--- src/rtl/decode_stage.sv ---
// rtl/decode_stage.sv - RV32I instruction decoder with a small in-order output buffer
//
// Purpose: decodes each accepted instruction at push time and parks the decoded
// fields together with its PC in a DEPTH-entry FIFO; the head entry drives the
// decoded outputs directly from registers.
//
// Optional feature: define DECODE_ILLEGAL_CNT_EN to add the illegal_cnt output,
// a saturating count of illegal instructions pushed (cleared by reset only).
//
// Ports:
//   clk, rst_n          clock, asynchronous active-low reset
//   flush               synchronous discard of every buffered entry
//   in_valid/in_ready   push handshake; in_instr, in_pc carried with the push
//   out_valid/out_ready pop handshake; out_pc plus decoded fields of head entry
//   rd, rs1, rs2, imm, aluOp, brFunct3, regWrite, memWrite, memToReg,
//   aluIn1Src, aluIn2Src, branch, jump, jumpReg, illegal   decoded fields
//   illegal_cnt         (DECODE_ILLEGAL_CNT_EN only) illegal push counter
module decode_stage #(
  parameter int PC_W  = 32,
  parameter int DEPTH = 2
) (
  input  logic            clk,
  input  logic            rst_n,
  input  logic            flush,
  input  logic            in_valid,
  output logic            in_ready,
  input  logic [31:0]     in_instr,
  input  logic [PC_W-1:0] in_pc,
  output logic            out_valid,
  input  logic            out_ready,
  output logic [PC_W-1:0] out_pc,
  output logic [4:0]      rd,
  output logic [4:0]      rs1,
  output logic [4:0]      rs2,
  output logic [31:0]     imm,
  output logic [3:0]      aluOp,
  output logic [2:0]      brFunct3,
  output logic            regWrite,
  output logic            memWrite,
  output logic            memToReg,
  output logic            aluIn1Src,
  output logic            aluIn2Src,
  output logic            branch,
  output logic            jump,
  output logic            jumpReg,
  output logic            illegal
`ifdef DECODE_ILLEGAL_CNT_EN
  ,
  output logic [15:0]     illegal_cnt
`endif
);

  localparam int PTR_W = $clog2(DEPTH);
  localparam int CNT_W = $clog2(DEPTH + 1);

  localparam logic [6:0] OPC_LOAD   = 7'b0000011;
  localparam logic [6:0] OPC_STORE  = 7'b0100011;
  localparam logic [6:0] OPC_OPIMM  = 7'b0010011;
  localparam logic [6:0] OPC_OP     = 7'b0110011;
  localparam logic [6:0] OPC_LUI    = 7'b0110111;
  localparam logic [6:0] OPC_AUIPC  = 7'b0010111;
  localparam logic [6:0] OPC_JAL    = 7'b1101111;
  localparam logic [6:0] OPC_JALR   = 7'b1100111;
  localparam logic [6:0] OPC_BRANCH = 7'b1100011;

  localparam logic [3:0] ALU_ADD  = 4'b0000;
  localparam logic [3:0] ALU_SUB  = 4'b0001;
  localparam logic [3:0] ALU_SLL  = 4'b0010;
  localparam logic [3:0] ALU_SLT  = 4'b0011;
  localparam logic [3:0] ALU_SLTU = 4'b0100;
  localparam logic [3:0] ALU_XOR  = 4'b0101;
  localparam logic [3:0] ALU_SRL  = 4'b0110;
  localparam logic [3:0] ALU_SRA  = 4'b0111;
  localparam logic [3:0] ALU_OR   = 4'b1000;
  localparam logic [3:0] ALU_AND  = 4'b1001;

  localparam logic [6:0] F7_ZERO = 7'b0000000;
  localparam logic [6:0] F7_ALT  = 7'b0100000;

  typedef struct packed {
    logic [4:0]  rd;
    logic [4:0]  rs1;
    logic [4:0]  rs2;
    logic [31:0] imm;
    logic [3:0]  alu_op;
    logic [2:0]  br_funct3;
    logic        reg_write;
    logic        mem_write;
    logic        mem_to_reg;
    logic        alu_in1_src;
    logic        alu_in2_src;
    logic        branch;
    logic        jump;
    logic        jump_reg;
    logic        illegal;
  } dec_t;

  dec_t            dec_d;
  dec_t            dec_mem_q [DEPTH];
  logic [PC_W-1:0] pc_mem_q  [DEPTH];
  logic [PTR_W-1:0] wr_ptr_q, wr_ptr_d;
  logic [PTR_W-1:0] rd_ptr_q, rd_ptr_d;
  logic [CNT_W-1:0] count_q, count_d;
  logic             in_ready_q, in_ready_d;
  logic             push, pop;

  // Base ALU operation selected by funct3 for OP / OP-IMM (funct7 variants
  // sub/sra are layered on top by the caller).
  function automatic logic [3:0] alu_from_f3(input logic [2:0] f3);
    logic [3:0] op;
    op = ALU_ADD;
    case (f3)
      3'b000:  op = ALU_ADD;
      3'b001:  op = ALU_SLL;
      3'b010:  op = ALU_SLT;
      3'b011:  op = ALU_SLTU;
      3'b100:  op = ALU_XOR;
      3'b101:  op = ALU_SRL;
      3'b110:  op = ALU_OR;
      default: op = ALU_AND;
    endcase
    return op;
  endfunction

  // Instruction decode, evaluated on the incoming instruction.
  always_comb begin
    logic [6:0]  opc;
    logic [2:0]  f3;
    logic [6:0]  f7;
    logic        legal;
    logic [31:0] imm_i, imm_s, imm_b, imm_u, imm_j;

    opc = in_instr[6:0];
    f3  = in_instr[14:12];
    f7  = in_instr[31:25];

    imm_i = {{20{in_instr[31]}}, in_instr[31:20]};
    imm_s = {{20{in_instr[31]}}, in_instr[31:25], in_instr[11:7]};
    imm_b = {{19{in_instr[31]}}, in_instr[31], in_instr[7], in_instr[30:25], in_instr[11:8], 1'b0};
    imm_u = {in_instr[31:12], 12'd0};
    imm_j = {{11{in_instr[31]}}, in_instr[31], in_instr[19:12], in_instr[20], in_instr[30:21], 1'b0};

    legal             = 1'b0;
    dec_d             = '0;
    dec_d.rd          = in_instr[11:7];
    dec_d.rs1         = in_instr[19:15];
    dec_d.rs2         = in_instr[24:20];
    dec_d.alu_in1_src = 1'b1;

    case (opc)
      OPC_LOAD: begin
        legal            = (f3 != 3'b011) && (f3 != 3'b110) && (f3 != 3'b111);
        dec_d.reg_write  = 1'b1;
        dec_d.mem_to_reg = 1'b1;
        dec_d.imm        = imm_i;
      end
      OPC_STORE: begin
        legal           = (f3 <= 3'b010);
        dec_d.mem_write = 1'b1;
        dec_d.imm       = imm_s;
      end
      OPC_OPIMM: begin
        dec_d.reg_write = 1'b1;
        dec_d.imm       = imm_i;
        dec_d.alu_op    = alu_from_f3(f3);
        // Shift-immediates reuse funct7 to pick the shift kind.
        if (f3 == 3'b001) begin
          legal = (f7 == F7_ZERO);
        end else if (f3 == 3'b101) begin
          legal = (f7 == F7_ZERO) || (f7 == F7_ALT);
          if (f7 == F7_ALT) dec_d.alu_op = ALU_SRA;
        end else begin
          legal = 1'b1;
        end
      end
      OPC_OP: begin
        dec_d.reg_write   = 1'b1;
        dec_d.alu_in2_src = 1'b1;
        if (f7 == F7_ZERO) begin
          legal        = 1'b1;
          dec_d.alu_op = alu_from_f3(f3);
        end else if (f7 == F7_ALT && f3 == 3'b000) begin
          legal        = 1'b1;
          dec_d.alu_op = ALU_SUB;
        end else if (f7 == F7_ALT && f3 == 3'b101) begin
          legal        = 1'b1;
          dec_d.alu_op = ALU_SRA;
        end
      end
      OPC_LUI: begin
        legal             = 1'b1;
        dec_d.reg_write   = 1'b1;
        dec_d.alu_in1_src = 1'b0;
        dec_d.imm         = imm_u;
      end
      OPC_AUIPC: begin
        legal           = 1'b1;
        dec_d.reg_write = 1'b1;
        dec_d.imm       = imm_u;
      end
      OPC_JAL: begin
        legal           = 1'b1;
        dec_d.reg_write = 1'b1;
        dec_d.jump      = 1'b1;
        dec_d.imm       = imm_j;
      end
      OPC_JALR: begin
        legal           = (f3 == 3'b000);
        dec_d.reg_write = 1'b1;
        dec_d.jump      = 1'b1;
        dec_d.jump_reg  = 1'b1;
        dec_d.imm       = imm_i;
      end
      OPC_BRANCH: begin
        legal             = (f3 != 3'b010) && (f3 != 3'b011);
        dec_d.branch      = 1'b1;
        dec_d.alu_in2_src = 1'b1;
        dec_d.alu_op      = ALU_SUB;
        dec_d.br_funct3   = f3;
        dec_d.imm         = imm_b;
      end
      default: legal = 1'b0;
    endcase

    // Every listed opcode already ends in 2'b11; kept explicit for clarity.
    if (in_instr[1:0] != 2'b11) legal = 1'b0;

    if (!legal) begin
      dec_d.illegal   = 1'b1;
      dec_d.reg_write = 1'b0;
      dec_d.mem_write = 1'b0;
      dec_d.branch    = 1'b0;
      dec_d.jump      = 1'b0;
      dec_d.alu_op    = ALU_ADD;
    end
  end

  // Buffer control. in_ready is a register, so a pop cannot free a slot for
  // a push in the same cycle when the buffer is full.
  always_comb begin
    push     = in_valid & in_ready_q & ~flush;
    pop      = out_valid & out_ready & ~flush;
    wr_ptr_d = wr_ptr_q;
    rd_ptr_d = rd_ptr_q;
    count_d  = count_q;
    if (flush) begin
      wr_ptr_d = '0;
      rd_ptr_d = '0;
      count_d  = '0;
    end else begin
      if (push) wr_ptr_d = wr_ptr_q + PTR_W'(1);
      if (pop)  rd_ptr_d = rd_ptr_q + PTR_W'(1);
      case ({push, pop})
        2'b10:   count_d = count_q + CNT_W'(1);
        2'b01:   count_d = count_q - CNT_W'(1);
        default: count_d = count_q;
      endcase
    end
    in_ready_d = (count_d < CNT_W'(DEPTH));
  end

  always_ff @(posedge clk or negedge rst_n) begin
    if (!rst_n) begin
      wr_ptr_q   <= '0;
      rd_ptr_q   <= '0;
      count_q    <= '0;
      in_ready_q <= 1'b0;
      for (int i = 0; i < DEPTH; i++) begin
        dec_mem_q[i] <= '0;
        pc_mem_q[i]  <= '0;
      end
    end else begin
      wr_ptr_q   <= wr_ptr_d;
      rd_ptr_q   <= rd_ptr_d;
      count_q    <= count_d;
      in_ready_q <= in_ready_d;
      if (push) begin
        dec_mem_q[wr_ptr_q] <= dec_d;
        pc_mem_q[wr_ptr_q]  <= in_pc;
      end
    end
  end

  assign in_ready  = in_ready_q;
  assign out_valid = (count_q != '0);
  assign out_pc    = pc_mem_q[rd_ptr_q];
  assign rd        = dec_mem_q[rd_ptr_q].rd;
  assign rs1       = dec_mem_q[rd_ptr_q].rs1;
  assign rs2       = dec_mem_q[rd_ptr_q].rs2;
  assign imm       = dec_mem_q[rd_ptr_q].imm;
  assign aluOp     = dec_mem_q[rd_ptr_q].alu_op;
  assign brFunct3  = dec_mem_q[rd_ptr_q].br_funct3;
  assign regWrite  = dec_mem_q[rd_ptr_q].reg_write;
  assign memWrite  = dec_mem_q[rd_ptr_q].mem_write;
  assign memToReg  = dec_mem_q[rd_ptr_q].mem_to_reg;
  assign aluIn1Src = dec_mem_q[rd_ptr_q].alu_in1_src;
  assign aluIn2Src = dec_mem_q[rd_ptr_q].alu_in2_src;
  assign branch    = dec_mem_q[rd_ptr_q].branch;
  assign jump      = dec_mem_q[rd_ptr_q].jump;
  assign jumpReg   = dec_mem_q[rd_ptr_q].jump_reg;
  assign illegal   = dec_mem_q[rd_ptr_q].illegal;

`ifdef DECODE_ILLEGAL_CNT_EN
  logic [15:0] illegal_cnt_q;

  // Counts accepted illegal pushes only; flush leaves it untouched.
  always_ff @(posedge clk or negedge rst_n) begin
    if (!rst_n) begin
      illegal_cnt_q <= '0;
    end else if (push && dec_d.illegal && illegal_cnt_q != 16'hFFFF) begin
      illegal_cnt_q <= illegal_cnt_q + 16'd1;
    end
  end

  assign illegal_cnt = illegal_cnt_q;
`endif

endmodule
--- config.mk ---
export PLATFORM = sky130hd
export DESIGN_NAME = decode_stage
export DESIGN_NICKNAME = d
export VERILOG_FILES = /design/src/rtl/decode_stage.sv
export SDC_FILE = /design/constraint.sdc
export NUM_CORES = 1
export LEC_CHECK = 0
export BUFFER_PORTS_ARGS = -buffer_cell sky130_fd_sc_hd__buf_2
export CAP_MARGIN = 0
export CORE_MARGIN = 3
export CORE_UTILIZATION = 50
export DETAILED_ROUTE_END_ITERATION = 12
export HOLD_SLACK_MARGIN = 0.12
export PLACE_DENSITY_LB_ADDON = 0.2
export REMOVE_ABC_BUFFERS = 1
export SYNTH_ARGS = -nofsm -noshare
export SYNTH_HDL_FRONTEND = slang
export SYNTH_SLANG_ARGS = --single-unit
--- constraint.sdc ---
create_clock -name clk -period 1.9 [get_ports clk]
set_clock_uncertainty 0.2 [all_clocks]
set_input_delay 0.095 -clock clk [delete_from_list [all_inputs] [get_ports clk]]
set_output_delay 0.095 -clock clk [all_outputs]
set_load 0.01 [all_outputs]
After elaboration in Yosys (flattened, before gate mapping)
Cells that the tools add are included.
{"block": "totals", "register_bits": 195, "input_bits": 69, "wordCells": 140}
{"block": "op_classes", "addsub": 4, "magnitude_cmp": 5, "n_eq_ne": 23, "muxes": 47, "bitwise_logic": 7, "n_reduce_logical": 18}
{"operator": "63-bit two-way mux", "count": 4}
{"operator": "32-bit one-hot mux with 5 select lines", "count": 1}
{"operator": "32-bit two-way mux", "count": 4}
{"operator": "126-bit bitwise mux", "count": 1}
{"operator": "64-bit bitwise mux", "count": 1}
{"operator": "63-bit demux with 1-bit select", "count": 1}
{"operator": "32-bit demux with 1-bit select", "count": 1}
{"operator": "7-bit by 6-bit == test with 1-bit output (second input constant)", "count": 4}
{"operator": "4-bit one-hot mux with 7 select lines", "count": 1}
{"operator": "7-bit == test (second input constant)", "count": 3}
{"operator": "4-bit two-way mux", "count": 5}
{"operator": "1-bit two-way mux", "count": 19}
{"operator": "7-bit by 5-bit == test with 1-bit output (second input constant)", "count": 2}
{"operator": "4-bit one-hot mux with 3 select lines", "count": 1}
{"operator": "3-bit == test (second input constant)", "count": 3}
{"operator": "3-bit two-way mux", "count": 3}
{"operator": "7-bit by 2-bit == test with 1-bit output (second input constant)", "count": 1}
{"operator": "7-bit logical NOT", "count": 1}
{"operator": "1-bit one-hot mux with 7 select lines", "count": 1}
{"operator": "7-bit OR reduction", "count": 1}
{"operator": "3-bit by 2-bit == test with 1-bit output (second input constant)", "count": 2}
{"operator": "1-bit logical AND", "count": 6}
{"operator": "2-bit two-way mux", "count": 3}
{"operator": "3-bit by 2-bit != test with 1-bit output (second input constant)", "count": 2}
{"operator": "21 further kinds", "count": 33}

Logic depth before layout (Yosys ltp)
Gate-level depths: netlist of the first run.
{"block": "depth", "ltp_word": 9, "depth_mapped": 9}

Worst setup path before layout of the first run
No wires, ideal clock.
{"block": "synth_timing", "path_type": "reg-to-reg", "start": "register count_q[0]", "end": "register in_ready_q (netlist: in_ready)", "arrival_time_ns": 1.668, "required_time_ns": 1.569, "slack_ns": -0.099, "stages_incl_launch_ff": 9, "synth_period_minus_slack_ns": 1.999, "cell_sequence": "dfrtp_1 or2_2 nand2_1 nor2_1 ha_1 xnor2_1 nor2_1 xnor2_1 or2_2"}
{"block": "synth_via", "elab_chain_cells": 7}
{"item": "start, declared", "line": "103", "text": "logic [CNT_W-1:0] count_q, count_d;"}
{"item": "start signal, assigned", "line": "275", "text": "count_q <= count_d;"}
{"item": "2-bit nonzero test *", "line": "285", "text": "assign out_valid = (count_q != '0);"}
{"item": "named net out_valid", "line": "29", "text": "output logic out_valid,"}
{"item": "1-bit AND * (2 in series)", "line": "242", "text": "pop = out_valid & out_ready & ~flush;"}
{"item": "2-bit by 1-bit == test with 1-bit output / 2-bit == test (equally long branches)", "line": "253", "text": "case ({push, pop})"}
{"item": "2-bit one-hot mux with 2 select lines *", "line": "253"}
{"item": "2-bit two-way mux *", "line": "246", "text": "if (flush) begin"}
{"item": "2-bit less-than comparator *", "line": "259", "text": "in_ready_d = (count_d < CNT_W'(DEPTH));"}
{"item": "named net in_ready_d", "line": "104", "text": "logic in_ready_q, in_ready_d;"}
{"item": "end signal, assigned", "line": "276", "text": "in_ready_q <= in_ready_d;"}
{"item": "end, declared", "line": "104"}
Mark *: on every way through the listed nets, which the timed path passes. The rest lies on a longest branch.
A chain may end at the register's enable or synchronous reset.

Worst setup path after layout of the first run
{"block": "layout_timing", "start": "register rd_ptr_q", "end": "output port imm[30]"}
{"block": "layout_via", "elab_chain_cells": 4}
{"item": "start, declared", "line": "102", "text": "logic [PTR_W-1:0] rd_ptr_q, rd_ptr_d;"}
{"item": "start signal, assigned", "line": "274", "text": "rd_ptr_q <= rd_ptr_d;"}
{"item": "1-bit inverter with 2-bit output (not written as such)", "line": "290", "text": "assign imm = dec_mem_q[rd_ptr_q].imm;"}
{"item": "63-bit two-way mux (3 in series)"}
{"item": "end, declared", "line": "35", "text": "output logic [31:0] imm,"}
No other way between the ends. The select of a mux whose other input is x is not followed.

==> results of run 1 <==
-- layer usage --
layer,routed length [um],global-route usage (%)
met3,1050,4.51
met4,238,5.86
met1,10400,32.9
met2,11700,41.6
met5,0,0
-- final cells by class --
cell class | instances | area, um2
multi-input combinational | 708 | 3970
clock inverter | 9 | 109
clock buffer | 20 | 457
tap | 225 | 282
fill | 1420 | 5670
sequential | 195 | 4880
timing repair buffer | 289 | 2140
inverter | 7 | 26.3
-- repair_timing --
item                                    4_1_cts  5_1_grt
endpoints found under the setup margin      111      184
endpoints found under the hold margin       387        0
buffers inserted                              2        1
hold buffers                                 69        0
pin swaps                                     3        7
gates resized for setup                       8       36
-- power by group --
part | internal, mW | switching [mW] | total, mW
Sequential | 4.80 | 0.331 | 5.13
Clock | 1.99 | 1.54 | 3.52
Combinational | 0.986 | 1.12 | 2.10
-- cell families (layout without fill, tap and decap cells) --
| group | count (synthesis) | in the layout | synth area share (%) |
|---|---|---|---|
| DFF | 195 | 195 | 53.9 |
| AOI/OAI and AO/OA | 138 | 138 | 9.03 |
| xor gates and xnor gates | 6 | 6 | 0.581 |
| muxes | 98 | 98 | 12.2 |
| and+or+nand+nor | 464 | 464 | 20.6 |
| buffers and inverters | 73 | 325 | 3.47 |
| adders and majority gates | 2 | 2 | 0.276 |
-- state kept, by name (all words and copies together) (netlist names) --
register / count
wr_ptr_q: 1
in_ready: 1
count_q: 2
pc_mem_q: 64
dec_mem_q: 126
rd_ptr_q: 1
-- synthesized netlist by cell type (all sizes together) (3+ instances only) --
master / count
buf: 28
and3: 5
xor2: 3
o21ai: 68
inv: 7
and2: 6
a22oi: 5
a21oi: 38
nor2b: 3
nand3: 4
dfrtp: 195
or2: 4
nand2: 387
nor2: 37
nor3: 5
o31ai: 6
or3: 3
mux2: 97
a31oi: 3
xnor2: 3
clkbuf: 38
nand2b: 4
-- path summary, 6_finish.rpt --
path | slack, ns | to
setup / recovery | -0.12 | imm[30]
hold / removal | 0.14 | dec_mem_q[67]
setup reg to reg | 0.07 | dec_mem_q[76]
hold reg to reg | 0.27 | pc_mem_q[37]
max in group asynchronous | 0.32 | dec_mem_q[89]
min in group asynchronous | 0.51 | dec_mem_q[34]
-- tightest hold or removal path, stage by stage --
cell,delay (ns)
sky130_fd_sc_hd__buf_2,0.13
sky130_fd_sc_hd__nor2b_1,0.05
sky130_fd_sc_hd__buf_4,0.14
sky130_fd_sc_hd__o211ai_1,0.21
sky130_fd_sc_hd__o21ai_0,0.08
-- per-stage QoR --
stage / setup slack (ns) / cells / utilization [%] / power (mW)
after CTS: -0.137 / 1452 / 67.0 / 10.8
after global placement: -0.0668 / 1352 / 59.6 / 7.07
after detailed placement: -0.151 / 1352 / 59.6 / 7.15
final: -0.121 / 1453 / 67.7 / 10.8
after floorplan: -1.64 / 910 / - / 6.24
after global routing: -0.183 / 1453 / 67.7 / 11.3
==> summary.md, run 1 <==
- finished, violations left — run status
- setup timing — violated checks
- built — clock tree from TritonCTS
- 16.1 um — drt wl/cell
- 2 — Max clock buf depth
- 141 um — floorplan die height
- 48 — num rows
- 9.28 um2 — average cell area after synthesis
- reg2out — worst setup path category
- 23.4 mm — wirelength, routed
- 907 nW/um2 — total power per unit cell area
- 1.73 ns — critical path data arrival time
- 53.9% — post-synthesis sequential area ratio
- sky130_fd_sc_hd__nand2_1 — leading cell type in the layout, fill and taps excluded
- 39.7 mm — first-pass GRT wire length
- 0.07 ns — Clock Pin Slew Worst Setup and Hold Paths
- 19,800 um2 — area enclosed by the die boundary
- 495 MHz — Peak Freq
- 0.50 ns — Critical Path Max Stage Delay
- 2 — buffer and inverter count on the worst path
- 17 — number of clock buffers inserted by TritonCTS
- 1,289 — Total Nets Final
- 0 — max-slew violation total from the final report
- in_instr[6] — critical hold path startpoint
- 24.5% — global-route usage over all layers
- 0.844 — placer congestion estimate
- 7,872 — via count of the first global-routing pass
- 106% — final clock period utilization by the worst path
- 53.9% — proportion of netlist area held by the largest area contributor
- 195 — number of storage elements in the synthesis netlist
- 51.6% — starting density of the core
- output port — type of element capturing the critical path
- 11,900 um2 — area of all placed cells without fillers
- 30.4% — layout cells sized above 1
- rd_ptr_q — Worst setup startpoint
- 63.8% — Slew HR
- 976 — Synth Instances
- 141 um — die extent in x
- 53 — count of distinct cell types in the synthesized netlist
- sky130_fd_sc_hd__clkbuf_16 — root buffer cell
- sky130_fd_sc_hd__dfrtp_1 — commonest register cell after synthesis
- 2.02 ns — shortest period the worst path allows
- in2reg — worst min-delay path class
- 5.92 nW — total leakage power
- 0 — count of flip-flops with a built-in enable after synthesis
- 7,553 — vias after detailed routing
- 0 — post-route antenna net violation count
- yes — RSZ-0062 raised after global routing
- 0.144 ns — worst hold slack across all endpoints
- -5.48 ns — final-layout setup total negative slack
- 166 — I/O Pins
- flip-flops — top cell family by delay on the critical path
- 0 — number of antenna violations at the first check in global routing
- flip-flop — sort of element at the start of the critical path
- 0.000682 V — worst ir drop on vdd
- 0.543 ns — slew at the pin with the worst max-slew slack
- buf_16 -> mux2_2 -> buf_2 — list of cells traversed by the critical path
- 31.1% — Layout area overhead
- 0 — total overflow reported by the global router
- sky130_fd_sc_hd__dfrtp_1 — cell taking the most area after synthesis
- 5 — worst hold path depth
- 51 — largest net degree at the start of global routing
- sky130_fd_sc_hd__dfrtp_4 — slowest stage cell on the critical path
- 93 — # setup viols final
- 0 — number of hold violations in the final report
- 5.20 — DR vias/cell
- 4 — detailed-routing iteration count for the pre-antenna-repair pass
- 3 — number of cells on the critical path
- 1.60 ns — worst path required time
- in_ready — worst flop-to-flop path startpoint
- 17,500 um2 — area of the core
- 165 — number of buffers added on ports
- 195 — clk sinks
- 0 — max-cap viol count
- 15.2 mm — HPWL after DPL
- 5 — Register-to-Register Path Depth
- 0 — DRC violation count after routing
- sky130_fd_sc_hd__dfrtp_1 (54%), sky130_fd_sc_hd__nand2_1 (16%), sky130_fd_sc_hd__mux2_2 (12%), sky130_fd_sc_hd__o21ai_0 (3.8%), sky130_fd_sc_hd__a21oi_1 (2.0%) — dominant cells by area after synthesis
- 100% — Post-synth ARST share
- 0.42 ns — clock latency on the worst-skew pair
- 382 — violation count after the first detailed-routing iteration
- sky130_fd_sc_hd__nand2_1 (385), sky130_fd_sc_hd__dfrtp_1 (194), sky130_fd_sc_hd__buf_2 (157) — most frequent cells in the layout
- 9050 um2 — area of the mapped netlist
- 35 — largest fanout on the critical path
- 0 — ANT cells
- 10,400 um2 — Area after DPL
- 4 — number of H-tree levels
- -0.121 ns — smallest setup slack after layout
- 0 — Warnings, synthesis
No activity file was read; power rests on OpenSTA's default activity.
==> run 2: changes to the inputs <==
--- a/config.mk
+++ b/config.mk
@@ -7,6 +7,7 @@
 export LEC_CHECK = 0
 export BUFFER_PORTS_ARGS = -buffer_cell sky130_fd_sc_hd__buf_2
 export CAP_MARGIN = 0
+export CORE_ASPECT_RATIO = 1.2
 export CORE_MARGIN = 3
 export CORE_UTILIZATION = 50
 export DETAILED_ROUTE_END_ITERATION = 12
==> run 2 against run 1 <==
  * The run still ends with setup timing left
  * Combinational power rose by 5%
  * Critical path depth increased by 1
  * Sequential cell count unchanged
  * Utilization up 1.7 points
  * First-iteration DRC count rose by 4.2%
  * Worst setup slack improved by 0.014 ns
  * Non-clock buffer count rose by 4
  * Critical path type unchanged
  * Largest power group unchanged
==> summary.md, run 2 (synthesized netlist as in run 1, its figures left out) <==
- 398 — violation count after the first detailed-routing iteration, was 382
- 0.182 ns — worst hold slack across all endpoints, was 0.144 ns
- 54 — largest net degree at the start of global routing, was 51
- 0 — max-slew violation total from the final report, unchanged
- 0 — DRC violation count after routing, unchanged
- 7,892 — via count of the first global-routing pass, was 7,872
- 4 — number of H-tree levels, unchanged
- 166 — I/O Pins, unchanged
- aluIn2Src — endpoint of the most critical setup path, was imm[30]
- 2.01 ns — shortest period the worst path allows, was 2.02 ns
- 0 — total overflow reported by the global router, unchanged
- 0 — ANT cells, unchanged
- finished, violations left — run status, unchanged
- 12,200 um2 — area of all placed cells without fillers, was 11,900 um2
- 14.8 mm — HPWL after DPL, was 15.2 mm
- sky130_fd_sc_hd__nand2_1 (385), sky130_fd_sc_hd__dfrtp_1 (194), sky130_fd_sc_hd__buf_2 (134) — most frequent cells in the layout, was sky130_fd_sc_hd__nand2_1 (385), sky130_fd_sc_hd__dfrtp_1 (194), sky130_fd_sc_hd__buf_2 (157)
- sky130_fd_sc_hd__clkbuf_16 — root buffer cell, unchanged
- sky130_fd_sc_hd__nand2_1 — leading cell type in the layout, fill and taps excluded, unchanged
- 1.71 ns — critical path data arrival time, was 1.73 ns
- 35.1% — Layout area overhead, was 31.1%
- 165 — number of buffers added on ports, unchanged
- 24.7% — global-route usage over all layers, was 24.5%
- 31.4% — layout cells sized above 1, was 30.4%
- 72.8% — Slew HR, was 63.8%
- in_ready — r2r endpoint, was dec_mem_q[76]
- count_q[1] — worst flop-to-flop path startpoint, was in_ready
- 17 — number of clock buffers inserted by TritonCTS, unchanged
- 0.06 ns — reg-to-reg setup timing slack, was 0.07 ns
- 1,455 — final non-filler cell total, was 1,453
- 0.000624 V — worst ir drop on vdd, was 0.000682 V
- 10,400 um2 — Area after DPL, about the same
- 99 — # setup viols final, was 93
- reg2out — worst setup path category, unchanged
- 53 — num rows, was 48
- 195 — clk sinks, unchanged
- 126 — Largest register FFs, unchanged
- -0.100 ns — pre-CTS setup slack, was -0.151 ns
- 16.8 um — drt wl/cell, was 16.1 um
- 1.60 ns — worst path required time, about the same
- 7,704 — vias after detailed routing, was 7,553
- 5.29 — DR vias/cell, was 5.20
- 0.406 ns — slew at the pin with the worst max-slew slack, was 0.543 ns
- 498 MHz — Peak Freq, was 495 MHz
- 14 — largest fanout on the critical path, was 35
- 0.828 — placer congestion estimate, was 0.844
- 8 — Register-to-Register Path Depth, was 5
- 5 — detailed-routing iteration count for the pre-antenna-repair pass, was 4
- 1,293 — Total Nets Final, was 1,289
- 0 — max-cap viol count, unchanged
- 19,800 um2 — area enclosed by the die boundary, about the same
- rd_ptr_q — Worst setup startpoint, unchanged
- 51.3% — starting density of the core, was 51.6%
- 10.8 mW — Power, Total, about the same
- built — clock tree from TritonCTS, unchanged
- 2 — Max clock buf depth, unchanged
- setup timing — violated checks, unchanged
- 885 nW/um2 — total power per unit cell area, was 907 nW/um2
- 6.05 nW — total leakage power, was 5.92 nW
- 0 — post-route antenna net violation count, unchanged
- in2reg — worst min-delay path class, unchanged
- -0.106 ns — smallest setup slack after layout, was -0.121 ns
- output port — type of element capturing the critical path, unchanged
- dec_mem_q: 126 flops, pc_mem_q: 64 flops, count_q: 2 flops — registers with the highest flip-flop counts, unchanged
- 129 um — die extent in x, was 141 um
- 106% — final clock period utilization by the worst path, about the same
- 0 — number of antenna violations at the first check in global routing, unchanged
- 24.5 mm — wirelength, routed, was 23.4 mm
- 0.07 ns — Clock Pin Slew Worst Setup and Hold Paths, about the same
- yes — RSZ-0062 raised after global routing, unchanged
- 0.42 ns — clock latency on the worst-skew pair, about the same
- 17,600 um2 — area of the core, was 17,500 um2
- 12.6 mm — Met2 Wirelength, was 11.7 mm
- dec_mem_q — register ranked first by flip-flop count, unchanged
- 153 um — floorplan die height, was 141 um
- 39.1 mm — first-pass GRT wire length, was 39.7 mm
- 1,342 — instance count after placement with tap cells included, was 1,352
- flip-flop — sort of element at the start of the critical path, unchanged
- met4 — highest routed metal layer, unchanged
- 10.4 mm — wl on met1, about the same
- 1.05 mm — amount of wire on met3 after detailed routing, about the same
- 0 — number of hold violations in the final report, unchanged
## run 2: changes by cell type in the layout (fill, tap and decap cells not counted), sizes merged
cell          change
inv               +2
clkbuf            +2
dlymetal6s4s      +5
dlygate4sd3       -1
clkinvlp          -1
clkinv            +3
buf               -3
## run 2: how the worst min path moves through the flow
stage	depth (start not counted)	start	slack (ns)	end
after floorplan	0	rst_n	-0.40	count_q[0]
after detailed placement	1	rst_n	-0.16	pc_mem_q[63]
final	4	in_instr[14]	0.18	dec_mem_q[11]
after CTS	6	in_instr[6]	0.17	dec_mem_q[27]
after global placement	1	rst_n	-0.16	pc_mem_q[31]
after global routing	4	in_instr[14]	0.18	dec_mem_q[74]
## run 2: report_power, final
group	total, mW	internal (mW)	switching, mW
registers	5.12	4.80	0.323
clock network	3.50	1.94	1.56
logic	2.21	1.06	1.15
## run 2: critical path, stage by stage, from the launching register on
cell and delay, ns:
sky130_fd_sc_hd__dfrtp_4 0.44, sky130_fd_sc_hd__buf_12 0.16, sky130_fd_sc_hd__buf_16 0.16, sky130_fd_sc_hd__mux2_2 0.37, sky130_fd_sc_hd__buf_2 0.15
## run 2: per-layer routing
metal / GRT usage [%] / up-vias
li1: - / 3706
met1: 32.3 / 3749
met2: 41.7 / 217
met3: 4.23 / 32
met4: 8.15 / 0
met5: 0 / -
## run 2: timing repair
item | 4_1_cts | 5_1_grt
pin swaps | 3 | 20
hold endpoints to repair | 386 | 11
buffers inserted | 3 | 2
cloned | 4 | 2
hold buffers | 71 | 3
setup endpoints to repair | 97 | 163
resized for setup | 25 | 55
## run 2: area by class of cell
cell class / instances / area (um2)
clock inverter: 13 / 134
clock buffer: 19 / 433
tap: 220 / 275
inverter: 7 / 26.3
sequential: 195 / 4880
fill: 1394 / 5410
multi-input combinational: 708 / 4030
timing repair buffer: 293 / 2440
## run 2: per-stage QoR
step | TNS, ns | utilization [%]
after global placement | -0.0778 | 58.9
after global routing | -11.79 | 69.3
after detailed placement | -0.189 | 58.9
after CTS | -10.95 | 67.7
final | -7.56 | 69.3
after floorplan | -300.60 | -
